[config.mk]
export PLATFORM = sky130hd
export DESIGN_NAME = stage_one_fetch
export DESIGN_NICKNAME = d
export VERILOG_FILES = /design/src/rtl/musa_pkg.sv /design/src/rtl/pc_reg.sv /design/src/rtl/stage_one_fetch.sv
export SDC_FILE = /design/constraint.sdc
export NUM_CORES = 1
export LEC_CHECK = 0
export BUFFER_PORTS_ARGS = -buffer_cell sky130_fd_sc_hd__buf_2
export CORE_MARGIN = 2
export CORE_UTILIZATION = 30
export DETAILED_ROUTE_END_ITERATION = 16
export PLACE_DENSITY_LB_ADDON = 0.05
export SYNTH_ARGS = -nofsm -noshare
export SYNTH_HDL_FRONTEND = slang
export SYNTH_SLANG_ARGS = --single-unit
[constraint.sdc]
create_clock -name clk -period 3 [get_ports clk]
set_clock_uncertainty 0.05 [all_clocks]
set_input_delay 0.75 -clock clk [delete_from_list [all_inputs] [get_ports clk]]
set_output_delay 0.75 -clock clk [all_outputs]
set_load 0.05 [all_outputs]
[src/rtl/musa_pkg.sv]
// Shared fetch-stage definitions: FSM encoding, next-PC selects and reset defaults.
package musa_pkg;

  typedef enum logic [1:0] {
    IDLE  = 2'd0,
    FETCH = 2'd1,
    STALL = 2'd2
  } fetch_state_t;

  typedef enum logic [1:0] {
    PC_HOLD   = 2'd0,
    PC_INC    = 2'd1,
    PC_JUMP   = 2'd2,
    PC_BRANCH = 2'd3
  } pc_sel_t;

  localparam logic [31:0] DEFAULT_RESET_PC = 32'h0000_0000;
  localparam logic [31:0] DEFAULT_NOP_WORD = 32'h0000_0000;

  // Redirect targets are word addresses; stray low bits from ID are dropped.
  function automatic logic [31:0] word_align(input logic [31:0] addr);
    return addr & ~32'd3;
  endfunction

endpackage

[src/rtl/pc_reg.sv]
// Program counter with next-PC select: hold, sequential +4, jump or branch target.
module pc_reg
  import musa_pkg::*;
#(
  parameter logic [31:0] RESET_PC = DEFAULT_RESET_PC
) (
  input  logic        clk,
  input  logic        rst,
  input  pc_sel_t     sel,
  input  logic [31:0] jump_target,
  input  logic [31:0] branch_target,
  output logic [31:0] pc,
  output logic [31:0] pc_inc
);

  // 32-bit add wraps naturally from FFFF_FFFC to 0000_0000.
  assign pc_inc = pc + 32'd4;

  always_ff @(posedge clk or negedge rst) begin
    if (!rst) begin
      pc <= RESET_PC;
    end else begin
      unique case (sel)
        PC_HOLD:   pc <= pc;
        PC_INC:    pc <= pc_inc;
        PC_JUMP:   pc <= word_align(jump_target);
        PC_BRANCH: pc <= word_align(branch_target);
      endcase
    end
  end

endmodule

[src/rtl/stage_one_fetch.sv]
// Instruction fetch stage: request FSM, PC select and the IF/ID pipeline register.
module stage_one_fetch
  import musa_pkg::*;
#(
  parameter logic [31:0] RESET_PC = DEFAULT_RESET_PC,
  parameter logic [31:0] NOP_WORD = DEFAULT_NOP_WORD
) (
  input  logic        clk,
  input  logic        rst,
  input  logic        pc_write,
  input  logic        branch_taken,
  input  logic [31:0] branch_target,
  input  logic        jump,
  input  logic [31:0] jump_target,
  output logic        imem_req,
  output logic [31:0] imem_addr,
  input  logic        imem_ready,
  input  logic [31:0] imem_rdata,
  output logic [31:0] instruction,
  output logic [31:0] pc_plus4,
  output logic        if_valid,
  output logic [31:0] fetch_count
);

  fetch_state_t state;
  pc_sel_t      pc_sel;
  logic [31:0]  pc;
  logic [31:0]  pc_inc;
  logic         redirect;
  logic         deliver;

  // Redirects only matter while the pipeline advances; a stalled ID re-presents them.
  assign redirect = pc_write && (jump || branch_taken) && (state != STALL);
  assign deliver  = (state == FETCH) && pc_write && imem_ready && !redirect;

  always_comb begin
    pc_sel = PC_HOLD;
    if (redirect) begin
      pc_sel = jump ? PC_JUMP : PC_BRANCH;
    end else if (deliver) begin
      pc_sel = PC_INC;
    end
  end

  pc_reg #(
    .RESET_PC(RESET_PC)
  ) u_pc_reg (
    .clk          (clk),
    .rst          (rst),
    .sel          (pc_sel),
    .jump_target  (jump_target),
    .branch_target(branch_target),
    .pc           (pc),
    .pc_inc       (pc_inc)
  );

  assign imem_addr = pc;

  // FSM and IF/ID register; imem_req is registered alongside the next state.
  always_ff @(posedge clk or negedge rst) begin
    if (!rst) begin
      state       <= IDLE;
      imem_req    <= 1'b0;
      instruction <= NOP_WORD;
      pc_plus4    <= 32'd0;
      if_valid    <= 1'b0;
      fetch_count <= 32'd0;
    end else begin
      unique case (state)
        IDLE: begin
          state       <= FETCH;
          imem_req    <= 1'b1;
          instruction <= NOP_WORD;
          if_valid    <= 1'b0;
        end
        FETCH: begin
          if (!pc_write) begin
            state    <= STALL;
            imem_req <= 1'b0;
          end else begin
            imem_req <= 1'b1;
            if (deliver) begin
              instruction <= imem_rdata;
              pc_plus4    <= pc_inc;
              if_valid    <= 1'b1;
              fetch_count <= fetch_count + 32'd1;
            end else begin
              // Redirect squash or memory not ready: insert a bubble.
              instruction <= NOP_WORD;
              if_valid    <= 1'b0;
            end
          end
        end
        STALL: begin
          if (pc_write) begin
            state    <= FETCH;
            imem_req <= 1'b1;
          end
        end
        default: begin
          state    <= IDLE;
          imem_req <= 1'b0;
        end
      endcase
    end
  end

endmodule

After elaboration in Yosys (flattened, before gate mapping)

Index checks and enable logic that the tools add are counted.

Bits in registers: 132
Output and inout port bits: 130
Word-level logic and storage cells: 47

Add/subtract/negate cells: 2
Eq/ne operators: 9
Muxes and demuxes: 16
Reduce and logical (&&, ||, !) cells: 13

Operators by type and width:

| kind                                                            | number |
|---|---|
| 32-bit one-hot mux with 3 select lines                          | 1 |
| 32-bit two-way mux                                              | 2 |
| 32-bit one-hot mux with 2 select lines                          | 1 |
| 32-bit by 1-bit adder with 32-bit output, second input constant | 1 |
| 32-bit by 3-bit adder with 32-bit output, second input constant | 1 |
| 2-bit != test, second input constant                            | 4 |
| 2-bit == test, second input constant                            | 3 |
| 1-bit two-way mux                                               | 6 |
| 2-bit two-way mux                                               | 3 |
| 2-bit one-hot mux with 3 select lines                           | 1 |
| 1-bit logical AND                                               | 5 |
| 2-bit by 1-bit == test with 1-bit output, second input constant | 2 |
| 2-bit zero test                                                 | 2 |
| 2-bit AND reduction                                             | 2 |
| 1-bit one-hot mux with 3 select lines                           | 1 |
| 3-bit AND reduction                                             | 1 |
| 1-bit one-hot mux with 2 select lines                           | 1 |
| 2-bit nonzero test                                              | 1 |
| 1-bit zero test                                                 | 1 |
| 1-bit logical OR                                                | 1 |

Logic depth before layout (Yosys ltp)

Depth in word-level cells: 9
Mapped depth: 8
Depth with buffers taken out: 6

Hierarchy

Synthesis repeated with hierarchy kept, for this count alone.

Cell total of the unflattened synthesis: 640
Area, all modules: 6646.4 sq um

By module, submodules not included:

| module          | times used | cells each | area an instance (sq um) |
|---|---|---|---|
| stage_one_fetch | 1          | 352        | 3961.3 |
| pc_reg          | 1          | 288        | 2685.1 |

Worst setup path before layout

OpenSTA, ideal clock, no wires.

Path kind: flip-flop to flip-flop
From: register u_pc_reg.pc[13]
To: register u_pc_reg.pc[24]
Library setup time: 83 ps
Arrival: 2524 ps
Required time: 2867 ps
Slack: 343 ps
Stages on the path, launching flop included: 9
Clock period less this slack: 2657 ps
Cell sequence: dfrtp_1 buf_4 nand4_2 or4_1 buf_2 or3_1 buf_2 o31a_1 o22ai_1

Word-level cells in the longest chain between the ends: 2

RTL lines:

| element                                  | RTL line     | RTL |
|---|---|---|
| start: declaration                       | pc_reg.sv:12 | `output logic [31:0] pc,` |
| start signal: assignment                 | pc_reg.sv:24 | `PC_HOLD: pc <= pc;` |
| start signal: assignment                 | pc_reg.sv:25 | `PC_INC: pc <= pc_inc;` |
| start signal: assignment                 | pc_reg.sv:26 | `PC_JUMP: pc <= word_align(jump_target);` |
| 32-bit by 3-bit adder with 32-bit output | pc_reg.sv:17 | `assign pc_inc = pc + 32'd4;` |
| 32-bit one-hot mux with 3 select lines   | pc_reg.sv:23 | `unique case (sel)` |

Every way passes these cells.
A chain may end at the register's enable or synchronous reset.

Worst setup path in the final report

From: register u_pc_reg.pc[15]
To: register u_pc_reg.pc[27]

Same word-level chain as after synthesis.

==> results by stage <==
Run status:
- The run finished with clean final reports.

Drt:
- The remaining design rule violation count is 0.
- For this run, the detailed router's first-pass iteration total came to 5.
- The final routed wire length divided by cell count is 17.6 um.
- Wires add up to 19300 um.
- The routed layout has 5542 vias.
- Using the TritonRoute via totals, the vias-per-cell ratio works out to 5.04.
- The number of DRC markers after the initial detailed-route iteration is 335.
- The count of nets left with antenna violations once routing finished came out at 0.

Setup path:
- The cell with the biggest individual delay on the critical path is sky130_fd_sc_hd__or4_1.
- The worst setup path is captured at a flop.
- The largest incremental delay on the critical path is 0.72 ns.
- The register-to-register setup slack is 0.52 ns.
- The worst setup path is launched from a flop.
- The critical path start-end classification is reg2reg.
- The maximum fanout along the worst path is 7.
- STA puts the critical path data required time at 3.29 ns.
- For the worst setup path, the data arrival time is 2.77 ns.
- The signal on the critical path passes through nand4_2 -> or4_1 -> nor4_1 -> a222oi_1 -> o2bb2ai_1.

Cells and area:
- The repair_antennas step left the layout with diodes totalling 0.
- For this run, the post-layout net count is 921.
- The cell area after layout is 8220 um^2.
- The multi-input combinational cells in the finished layout cover a total of 2740 um^2.
- Leaving out fill and tap cells, the most frequent cells in the layout are sky130_fd_sc_hd__buf_2, sky130_fd_sc_hd__dfrtp_1, sky130_fd_sc_hd__nand2_1.
- In the final layout, the registers with the most flip-flops are fetch_count (32), instruction (32).
- The library cell used most frequently in the layout, excluding fill and tap cells, is sky130_fd_sc_hd__buf_2.
- In the final layout, the share of cells above drive strength 1 is 33.7%.
- From synthesis to final layout, the design area changed by 34.2%.
- Measured on the finished design, the core utilization comes to 40.9%.
- Registers take 3200 um^2.
- The fill cell instance count of the final layout is 2026.
- The final non-filler cell total is 1100.

Clocking:
- TritonCTS built the clock tree.
- For this design, the CTS-stage hold fixing added 0 buffers.
- Buffers inserted during clock tree synthesis total 17.
- The CTS H-tree depth is 4.
- Post-CTS repair changed the size of 0 cells.
- The number of clock sinks is 128.
- The deepest clock path buffer count is 2.
- Clock latency on the worst-skew pair, taken at its later pin, is 0.42 ns.
- The root cell of the clock tree is sky130_fd_sc_hd__clkbuf_16.
- The clock-pin slew of the registers on the worst-case setup and hold paths is 0.06 ns.
- Buffers added to address setup during post-CTS repair amount to 0.

Power:
- The net switching component of the power is 3.11 mW.
- In this run the static leakage power is 3.99 nW.
- The overall power consumption is 7.22 mW.
- The share of total power consumed by net switching is 43.1%.
- The clock network fraction of total power is 30.4%.
- The power density relative to cell area is 879 nW/um^2.
- The part of the power in registers is 33.9%.
- Combinational logic burns 35.7% of the power.
- IR analysis of the VDD net gives a maximum drop of 0.000407 V.
- The cell-internal power is 4.11 mW.

Synthesis:
- The flip-flop and latch count after synthesis is 128.
- The share of synthesized area in the top cell type comes to 52.3%.
- Synthesis produced 597 cells.
- The number of synthesized flops with an enable pin is 0.
- The netlist uses 47 different library cells.
- The most used flip-flop cell after synthesis is sky130_fd_sc_hd__dfrtp_1.
- In the synthesized netlist the async set-or-reset flop fraction comes to 100%.
- After synthesis, the cell types taking the most area are sky130_fd_sc_hd__dfrtp_1, sky130_fd_sc_hd__xnor2_1, sky130_fd_sc_hd__a22o_1.
- The warning count from the yosys run is 0.
- The share of the Yosys chip area taken by registers is 52.3%.
- The post-synthesis area per instance is 10.3 um^2.
- The library cell with the largest summed area after synthesis is sky130_fd_sc_hd__dfrtp_1.
- The post-synthesis instance area is 6120 um^2.

Floorplan:
- In this run the vertical extent of the chip is 147 um.
- The placeable core region is 20100 um^2.
- The initial utilization of the core area, before any placement, comes to 30.5%.
- The floorplan step set the die width to 147 um.
- For this design the top-level I/O count stands at 232.
- The die covers 21600 um^2.
- The placement row count is 52.

STA:
- The period utilization is 82.7%.
- The number of max-slew violations in the final report is 0.
- The fmax is 0.403 GHz.
- Setup violations remaining at the end of the flow were counted as 0.
- The final hold violation count is 0.
- The worst hold slack after final layout is 0.229 ns.
- Summed over all failing endpoints, the final setup total negative slack is 0 ns.
- The time the worst path needs with I/O delays and setup is 2.48 ns.
- Setup repair after global routing left no endpoint under its margin.
- For the pin with the worst max-slew slack, the measured transition is 1.15 ns.
- The setup slack after layout is 0.519 ns.
- The headroom to the max-slew limit is 23.2%.

Global route:
- Entering global routing, the biggest net connects 64 pins.
- The initial antenna violation count came to 0.
- The total track usage is 18.4%.
- The global-route wire length before repair is 31300 um.
- The overflow left after global routing is 0.
- The number of global-route vias before repair is 5630.

Placement:
- The minimum setup slack after placement is 0.527 ns.
- The number of I/O port buffers is 223.
- The half-perimeter wire length of the detailed placement result is 13400 um.
- Routability-driven placement finished with a final weighted congestion of 0.776.
- The total instance count after detailed placement is 1068.
- The cell area after placement is 7600 um^2.

Job:
- Max-cap violations in this run came to 0.

Hold path:
- The type of the tightest min-delay check is in2async.
-- layer usage --
metal	up-vias	wire length, um	global-route usage (%)
met4	0	287	5.78
met5	-	0	0
met1	2720	8790	24.8
li1	2631	-	-
met3	21	1150	4.41
met2	170	9090	29.4
-- cell usage after synthesis, types with 6 or more instances --
| cell | count |
|---|---|
| sky130_fd_sc_hd__xnor2_1 | 49 |
| sky130_fd_sc_hd__o21ai_0 | 56 |
| sky130_fd_sc_hd__nand4_1 | 14 |
| sky130_fd_sc_hd__nand3_1 | 20 |
| sky130_fd_sc_hd__a221oi_1 | 7 |
| sky130_fd_sc_hd__and4_1 | 6 |
| sky130_fd_sc_hd__nand2_1 | 64 |
| sky130_fd_sc_hd__a222oi_1 | 7 |
| sky130_fd_sc_hd__clkbuf_1 | 30 |
| sky130_fd_sc_hd__a22oi_1 | 10 |
| sky130_fd_sc_hd__o31a_1 | 7 |
| sky130_fd_sc_hd__inv_1 | 9 |
| sky130_fd_sc_hd__nor3_1 | 9 |
| sky130_fd_sc_hd__a22o_1 | 41 |
| sky130_fd_sc_hd__o22ai_1 | 6 |
| sky130_fd_sc_hd__and3_1 | 15 |
| sky130_fd_sc_hd__xor2_1 | 9 |
| sky130_fd_sc_hd__o2bb2ai_1 | 13 |
| sky130_fd_sc_hd__nor2_1 | 27 |
| sky130_fd_sc_hd__nor4_1 | 11 |
| sky130_fd_sc_hd__dfrtp_1 | 128 |
| sky130_fd_sc_hd__a21oi_1 | 14 |
-- path summary, 6_finish.rpt --
path,start,depth (start not counted),endpoint
max reg2reg,u_pc_reg.pc[15]$_DFFE_PN0P_,5,u_pc_reg.pc[27]$_DFFE_PN0P_
max in group asynchronous,rst,2,pc_plus4[31]$_DFFE_PN0P_
min,rst,1,instruction[18]$_DFFE_PN0P_
min reg2reg,pc_plus4[31]$_DFFE_PN0P_,2,pc_plus4[31]$_DFFE_PN0P_
max,u_pc_reg.pc[15]$_DFFE_PN0P_,5,u_pc_reg.pc[27]$_DFFE_PN0P_
min in group clk,pc_plus4[31]$_DFFE_PN0P_,2,pc_plus4[31]$_DFFE_PN0P_
-- final cells by class --
type | instances | area share, %
Clock buffer | 18 | 5.22
Clock inverter | 14 | 2.31
Inverter | 9 | 0.411
Multi-Input combinational cell | 421 | 33.3
Sequential cell | 128 | 39.0
Tap cell | 270 | 4.11
Timing Repair Buffer | 240 | 15.7
-- power by group through the flow --
| stage | Sequential (mW) | Combinational (mW) | Clock, mW |
|---|---|---|---|
| floorplan | 3.65 | 0.642 | 0 |
| global placement | 2.46 | 2.59 | 0 |
| detailed placement | 2.48 | 2.61 | 0 |
| CTS | 2.45 | 2.61 | 2.26 |
| global route | 2.52 | 2.75 | 2.34 |
| finish | 2.44 | 2.58 | 2.20 |
-- worst max-delay path, delay by kind of cell, from the launching register on --
family | cells | cell delay (ns)
flops | 1 | 0.49
compound gates | 2 | 0.37
simple gates | 3 | 1.49
-- logic make-up (layout without fill, tap and decap cells) --
kind of cell             Yosys count  count (layout)  synth area share [%]
AO/OA/AOI/OAI                    170             170                  19.8
XOR/XNOR                          58              58                  8.30
adder cells (fa/ha/maj)            2               2                 0.409
buffers and inverters             51             281                  3.47
flip-flops                       128             128                  52.3
other                              1               4                0.0612
AND/OR/NAND/NOR                  187             187                  15.6
No activity file was read; power rests on OpenSTA's default activity.
